`src/rtl/memory_arbiter.sv`:
```
`default_nettype none
// ============================================================================
// Module      : memory_arbiter
// Description : Three-requester single-port memory arbiter (fetch/read/write)
//               with fixed priority and fetch anti-starvation.
// Revision    : 1.0 - initial release
// ============================================================================
module memory_arbiter #(
    parameter int WIDTH        = 32,
    parameter int STARVE_LIMIT = 4
) (
    input  logic             clock,
    input  logic             reset,
    input  logic             fetch_enable,
    input  logic [WIDTH-1:0] fetch_address,
    input  logic             read_enable,
    input  logic [WIDTH-1:0] read_address,
    input  logic             write_enable,
    input  logic [WIDTH-1:0] write_address,
    input  logic [WIDTH-1:0] write_data,
    output logic             fetch_valid,
    output logic             read_valid,
    output logic             write_done,
    output logic [WIDTH-1:0] response_data,
    output logic             mem_request,
    output logic             mem_write,
    output logic [WIDTH-1:0] mem_address,
    output logic [WIDTH-1:0] mem_write_data,
    input  logic             mem_ack,
    input  logic [WIDTH-1:0] mem_read_data
);

    localparam int                 c_CNT_W = $clog2(STARVE_LIMIT + 1);
    localparam logic [c_CNT_W-1:0] c_LIMIT = c_CNT_W'(STARVE_LIMIT);

    localparam logic [1:0] c_IDLE    = 2'd0;
    localparam logic [1:0] c_BUSY    = 2'd1;
    localparam logic [1:0] c_RESPOND = 2'd2;

    localparam logic [1:0] c_G_FETCH = 2'd0;
    localparam logic [1:0] c_G_READ  = 2'd1;
    localparam logic [1:0] c_G_WRITE = 2'd2;

    logic [1:0]         r_state;
    logic [1:0]         r_grant;
    logic [c_CNT_W-1:0] r_starve;
    logic [WIDTH-1:0]   r_addr;
    logic [WIDTH-1:0]   r_wdata;
    logic [WIDTH-1:0]   r_rdata;

    logic               w_any;
    logic               w_starved;
    logic [1:0]         w_grant;
    logic [WIDTH-1:0]   w_addr;

    assign w_any     = fetch_enable | read_enable | write_enable;
    assign w_starved = fetch_enable && (r_starve == c_LIMIT);

    always_comb begin
        w_grant = c_G_FETCH;
        w_addr  = fetch_address;
        if (w_starved) begin
            w_grant = c_G_FETCH;
            w_addr  = fetch_address;
        end else if (write_enable) begin
            w_grant = c_G_WRITE;
            w_addr  = write_address;
        end else if (read_enable) begin
            w_grant = c_G_READ;
            w_addr  = read_address;
        end
    end

    always_ff @(posedge clock) begin
        if (reset) begin
            r_state  <= c_IDLE;
            r_grant  <= c_G_FETCH;
            r_starve <= '0;
            r_addr   <= '0;
            r_wdata  <= '0;
            r_rdata  <= '0;
        end else begin
            case (r_state)
                c_IDLE: begin
                    if (w_any) begin
                        r_state <= c_BUSY;
                        r_grant <= w_grant;
                        r_addr  <= w_addr;
                        if (w_grant == c_G_WRITE) begin
                            r_wdata <= write_data;
                        end
                        // Fetch only ages while it is actually waiting.
                        if (w_grant == c_G_FETCH) begin
                            r_starve <= '0;
                        end else if (fetch_enable && (r_starve != c_LIMIT)) begin
                            r_starve <= r_starve + 1'b1;
                        end
                    end
                end
                c_BUSY: begin
                    if (mem_ack) begin
                        if (r_grant != c_G_WRITE) begin
                            r_rdata <= mem_read_data;
                        end
                        r_state <= c_RESPOND;
                    end
                end
                c_RESPOND: r_state <= c_IDLE;
                default:   r_state <= c_IDLE;
            endcase
        end
    end

    assign mem_request    = (r_state == c_BUSY);
    assign mem_write      = (r_state == c_BUSY) && (r_grant == c_G_WRITE);
    assign mem_address    = r_addr;
    assign mem_write_data = r_wdata;
    assign response_data  = r_rdata;
    assign fetch_valid    = (r_state == c_RESPOND) && (r_grant == c_G_FETCH);
    assign read_valid     = (r_state == c_RESPOND) && (r_grant == c_G_READ);
    assign write_done     = (r_state == c_RESPOND) && (r_grant == c_G_WRITE);

endmodule
`default_nettype wire

```
`config.mk`:
```
export PLATFORM = sky130hd
export DESIGN_NAME = memory_arbiter
export DESIGN_NICKNAME = d
export VERILOG_FILES = /design/src/rtl/memory_arbiter.sv
export SDC_FILE = /design/constraint.sdc
export NUM_CORES = 1
export LEC_CHECK = 0
export BUFFER_PORTS_ARGS = -buffer_cell sky130_fd_sc_hd__buf_2
export CAP_MARGIN = 20
export CELL_PAD_IN_SITES_DETAIL_PLACEMENT = 0
export CELL_PAD_IN_SITES_GLOBAL_PLACEMENT = 1
export CORE_ASPECT_RATIO = 0.8
export CORE_MARGIN = 8
export CORE_UTILIZATION = 35
export CTS_BUF_LIST = sky130_fd_sc_hd__clkbuf_8
export CTS_CLUSTER_DIAMETER = 150
export DETAILED_ROUTE_END_ITERATION = 8
export GPL_ROUTABILITY_DRIVEN = 1
export MAX_ROUTING_LAYER = met4
export PLACE_DENSITY = 0.94
export RECOVER_POWER = 25
export SLEW_MARGIN = 40
export SYNTH_ARGS = -nofsm -noshare
export SYNTH_HDL_FRONTEND = slang
export SYNTH_SLANG_ARGS = --single-unit
```
`constraint.sdc`:
```
create_clock -name clock -period 4.45 [get_ports clock]
set_input_delay 0.445 -clock clock [delete_from_list [all_inputs] [get_ports clock]]
set_output_delay 0.445 -clock clock [all_outputs]
set_load 0.01 [all_outputs]
```
Word-level counts from Yosys, hierarchy flattened
Cells that the tools add are included.
- register bits after elaboration: 103
- input bits: 166
- word-level logic and storage cells: 45
- output and inout bits: 101
- equal/unequal tests: 10
- reductions and logical operators: 15
- multiplexer cells: 11
- bitwise operators: 2
- $add $sub $neg: 1
- operator list (kind ; number):
    32-bit 2-to-1 mux ; 3
    3-bit AND reduction ; 3
    2-bit 2-to-1 mux ; 4
    2-bit equality test (second input constant) ; 3
    1-bit logical AND ; 6
    2-bit logical NOT ; 3
    3-bit 2-to-1 mux ; 2
    2-bit by 1-bit equality test with 1-bit output (second input constant) ; 2
    2-bit != test (second input constant) ; 2
    2-bit case mux with 2 select lines ; 1
    2-bit AND reduction ; 2
    3-bit by 1-bit adder with 3-bit output (second input constant) ; 1
    3-bit equality test (second input constant) ; 1
    3-bit != test (second input constant) ; 1
    2-bit by 1-bit != test with 1-bit output (second input constant) ; 1
    1-bit bitwise OR ; 2
    2-bit nonzero test ; 1
    1-bit 2-to-1 mux ; 1

Depth between registers and ports, before layout
- word-level depth: 6
- mapped depth: 8
- depth with buffers taken out: 5

Worst setup path before layout
Ideal clock, no wire load.
- kind: flip-flop to flip-flop
- start point: register r_starve[0]
- end point: register r_starve[0]
- arrival time: 1610 ps
- data required time: 4380 ps
- slack: 2770 ps
- path buffers: 2
- stages on the path, launching flop included: 8
- path through: dfxtp_1 inv_1 ha_1 and3_1 buf_2 buf_6 or4_1 a21oi_1
- word-level cells in the longest chain between the ends: 6
- elaborated cells on any way between the ends: 11
- those cells by class: 1 x add/sub; 2 x eq/ne; 3 x mux; 5 x reduce/logical
- ends and longest elaborated chain (what ; RTL line ; text):
    start: declaration ; 46 ; logic [c_CNT_W-1:0] r_starve;
    start signal: assignment ; 96 ; r_starve <= r_starve + 1'b1;
    3-bit equality test ; 57 ; assign w_starved = fetch_enable && (r_starve == c_LIMIT);
    1-bit logical AND ; 57 ;
    2-bit 2-to-1 mux ; 62 ; if (w_starved) begin
    2-bit logical NOT ; 93 ; if (w_grant == c_G_FETCH) begin
    2-bit nonzero test (no source line) ; -- ;
    3-bit AND reduction (no source line) ; -- ;
Several ways; a longest one is shown, not always the timed one. The select of a mux whose other input is x is not followed.
A chain may end at the register's enable or synchronous reset.

Worst setup path after layout
- start point: register r_grant[1]
- end point: output mem_write
- word-level cells in the longest chain between the ends: 2
- ends and longest elaborated chain (what ; RTL line ; text):
    start: declaration ; 45 ; logic [1:0] r_grant;
    start signal: assignment ; 77 ; r_grant <= c_G_FETCH;
    start signal: assignment ; 87 ; r_grant <= w_grant;
    2-bit equality test ; 115 ; assign mem_write = (r_state == c_BUSY) && (r_grant == c_G_WRITE);
    1-bit logical AND ; 115 ;
    end: declaration ; 26 ; output logic mem_write,
No other way between the ends.

==> summary.txt <==
Synthesis Warnings -> 0
Area contributors post-synth -> dfxtp_1 (40%), a21oi_1 (9.8%), nand3_1 (6.4%), a221oi_1 (5.5%), nand3b_1 (4.8%)
Power Total -> 2.09 mW
Critical Setup Path Class -> reg -> out
total CTS buffers -> 9
nets -> 1,021
GR Overflow Total -> 0
Netlist cell types -> 39
Sum Neg Setup Slack -> 0 ns
Peak VDD IR -> 0.000151 V
most common library cells after synthesis -> dfxtp_1 (103), a21oi_1 (100), nand3_1 (65), clkbuf_1 (58), nand2_1 (36)
top-count cell post-synth -> dfxtp_1
register area -> 2060 um^2
antenna-violating nets left -> 0
first-pass GRT wire length -> 28,000 um
I/O pin cnt -> 267
pwr/cell area -> 315 nW/um^2
die height -> 124 um
final std cells w/o fill -> 1,043
Placer Congestion -> 0.802
final core occ -> 0.464
TritonCTS clock tree -> built
status -> complete, no violations
Finished Cell Area -> 6630 um^2
quantity of hold-fixing buffers added after cts -> 0
CP Launch Type -> flop
Synth area leader -> dfxtp_1
Clock Sinks -> 103
share of post-route cells with drive strength above 1 -> 0.294
worst slew pin tran -> 0.834 ns
static leakage power -> 2.78 nW
Post-synth EDFFs -> 0
via count -> 5,653
Post-synth ARST share -> 0
FF-to-FF setup slack -> 2.49 ns
Synth Flop Type -> dfxtp_1
Period Utilization, post-route -> 0.482
Syn Area/Cell -> 8.02 um^2
routed wire length -> 18,400 um
largest net degree at the start of global routing -> 104
RSZ-0062 raised after global routing -> no
number of global-route vias before repair -> 5,292
Vias/cell -> 5.42
WP data required -> 4.01 ns
Critical-path top delay cell -> nor2b_4
max_cap viols -> 0
WL/cell -> 17.6 um
Critical Path End Type -> output port
Die X -> 151 um
skew final -> 0.0136 ns
drt initial violations -> 392
DRC -> 0
Post-CTS Setup Inserts -> 0
dpl hpwl -> 12,800 um
Pre-antenna DRT Iters -> 4
worst hold path class -> in -> reg
Post-Place Setup Slack -> 2.15 ns
syn_nets -> 805
initial antenna violation count -> 1
top-area cell type share of the netlist area -> 0.403
max-slew violations -> 0
worst setup margin -> 2.30 ns
critical-path cell list -> nor2b_4, and2_1, buf_2
Slew HR -> 0.444
CP Buf/Inv Count -> 1
post-placement cell count -> 1,025
hold slack -> 0.308 ns
Core Footprint -> 14,300 um^2
synthesized instance count -> 637
CP delay by family, top -> simple AND/OR/NAND/NOR gates
htree depth -> 3
min Tclk post-route -> 2.15 ns
CP max FO -> 33
Max clock buf depth -> 2
post-CTS sizing -> 0
Final setup viols -> 0
synthesized flop and latch total -> 103
WP data arrival -> 1.70 ns
f_max -> 466 MHz
clk_lat worst skew -> 0.37 ns
fillers -> 1,495
register area share after synthesis -> 0.403
initial cell density of the core -> 0.357
die area -> 18,700 um^2
GRT Total Usage -> 0.189
Root Buffer -> clkbuf_8
Syn-to-layout area delta -> 29.7%
max incr delay on CP -> 0.59 ns
Multi-input gate area -> 2750 um^2
final hold violation count -> 0
Mapped Area -> 5110 um^2
row cnt -> 39
number of port buffers -> 266
CTS clk-pin slew, worst paths -> 0.11 ns
DP Area -> 6490 um^2
-- worst register-to-register path, stage by stage, from the launching register on --
cell and delay, ns:
dfxtp_1 0.35, inv_1 0.06, ha_1 0.15, and3_4 0.37, buf_12 0.30, buf_4 0.37
o21ai_1 0.12, a21oi_1 0.18
-- report_power, final --
part	switching (mW)	leakage, nW	internal [mW]
Sequential	0.0405	0.846	0.993
Combinational	0.281	1.85	0.211
Clock	0.341	0.0878	0.222
Total	0.662	2.78	1.43
-- final timing paths --
kind / cells after the start / end / from
max: 3 / mem_write / r_grant[1]$_SDFFE_PP0P_
min: 3 / mem_write_data[11]$_SDFFE_PP0P_ / write_data[11]
max reg2reg: 7 / mem_write_data[22]$_SDFFE_PP0P_ / r_starve[0]$_SDFFE_PP0P_
min reg2reg: 2 / r_starve[1]$_SDFFE_PP0P_ / r_starve[1]$_SDFFE_PP0P_
-- cells by family after synthesis --
group           share of synthesized area
simple gates                        0.214
compound gates                      0.314
flops                               0.403
buf+inv                            0.0636
fa+ha+maj                         0.00490
-- placed cells by master (no fill, tap or decap), types with 12 or more instances in the layout --
cell type / netlist / routed
buf_2: 11 / 214
dfxtp_1: 103 / 103
a21oi_1: 100 / 100
nand3_1: 65 / 65
clkbuf_1: 58 / 51
nand2_1: 36 / 36
o21ai_1: 34 / 34
nand3b_1: 33 / 33
o21ai_0: 32 / 32
a21o_1: 32 / 32
a221oi_1: 32 / 32
a211oi_1: 32 / 32
nand2b_1: 29 / 29
buf_4: 1 / 12
-- final cells by class --
type,instances,share of cell area
inverter,3,0.00170
clock buffer,10,0.0208
timing repair buffer,280,0.210
multi-input combinational,456,0.414
clock inverter,6,0.00698
tap,184,0.0347
sequential,103,0.311
antenna,1,0.000377
-- state kept, by name, summed over array words and instances, names as in the netlist --
| name | flops |
|---|---|
| mem_address | 32 |
| mem_write_data | 32 |
| r_grant | 2 |
| r_starve | 3 |
| r_state | 2 |
| response_data | 32 |
-- routing by layer --
layer / global-route usage / vias to the layer above / part of all wire
met5: - / - / 0
met4: 0.0395 / 0 / 0.015
met3: 0.0414 / 17 / 0.070
met2: 0.299 / 206 / 0.47
met1: 0.244 / 2663 / 0.45
li1: - / 2767 / -
Power figures use the tool's default switching activity.
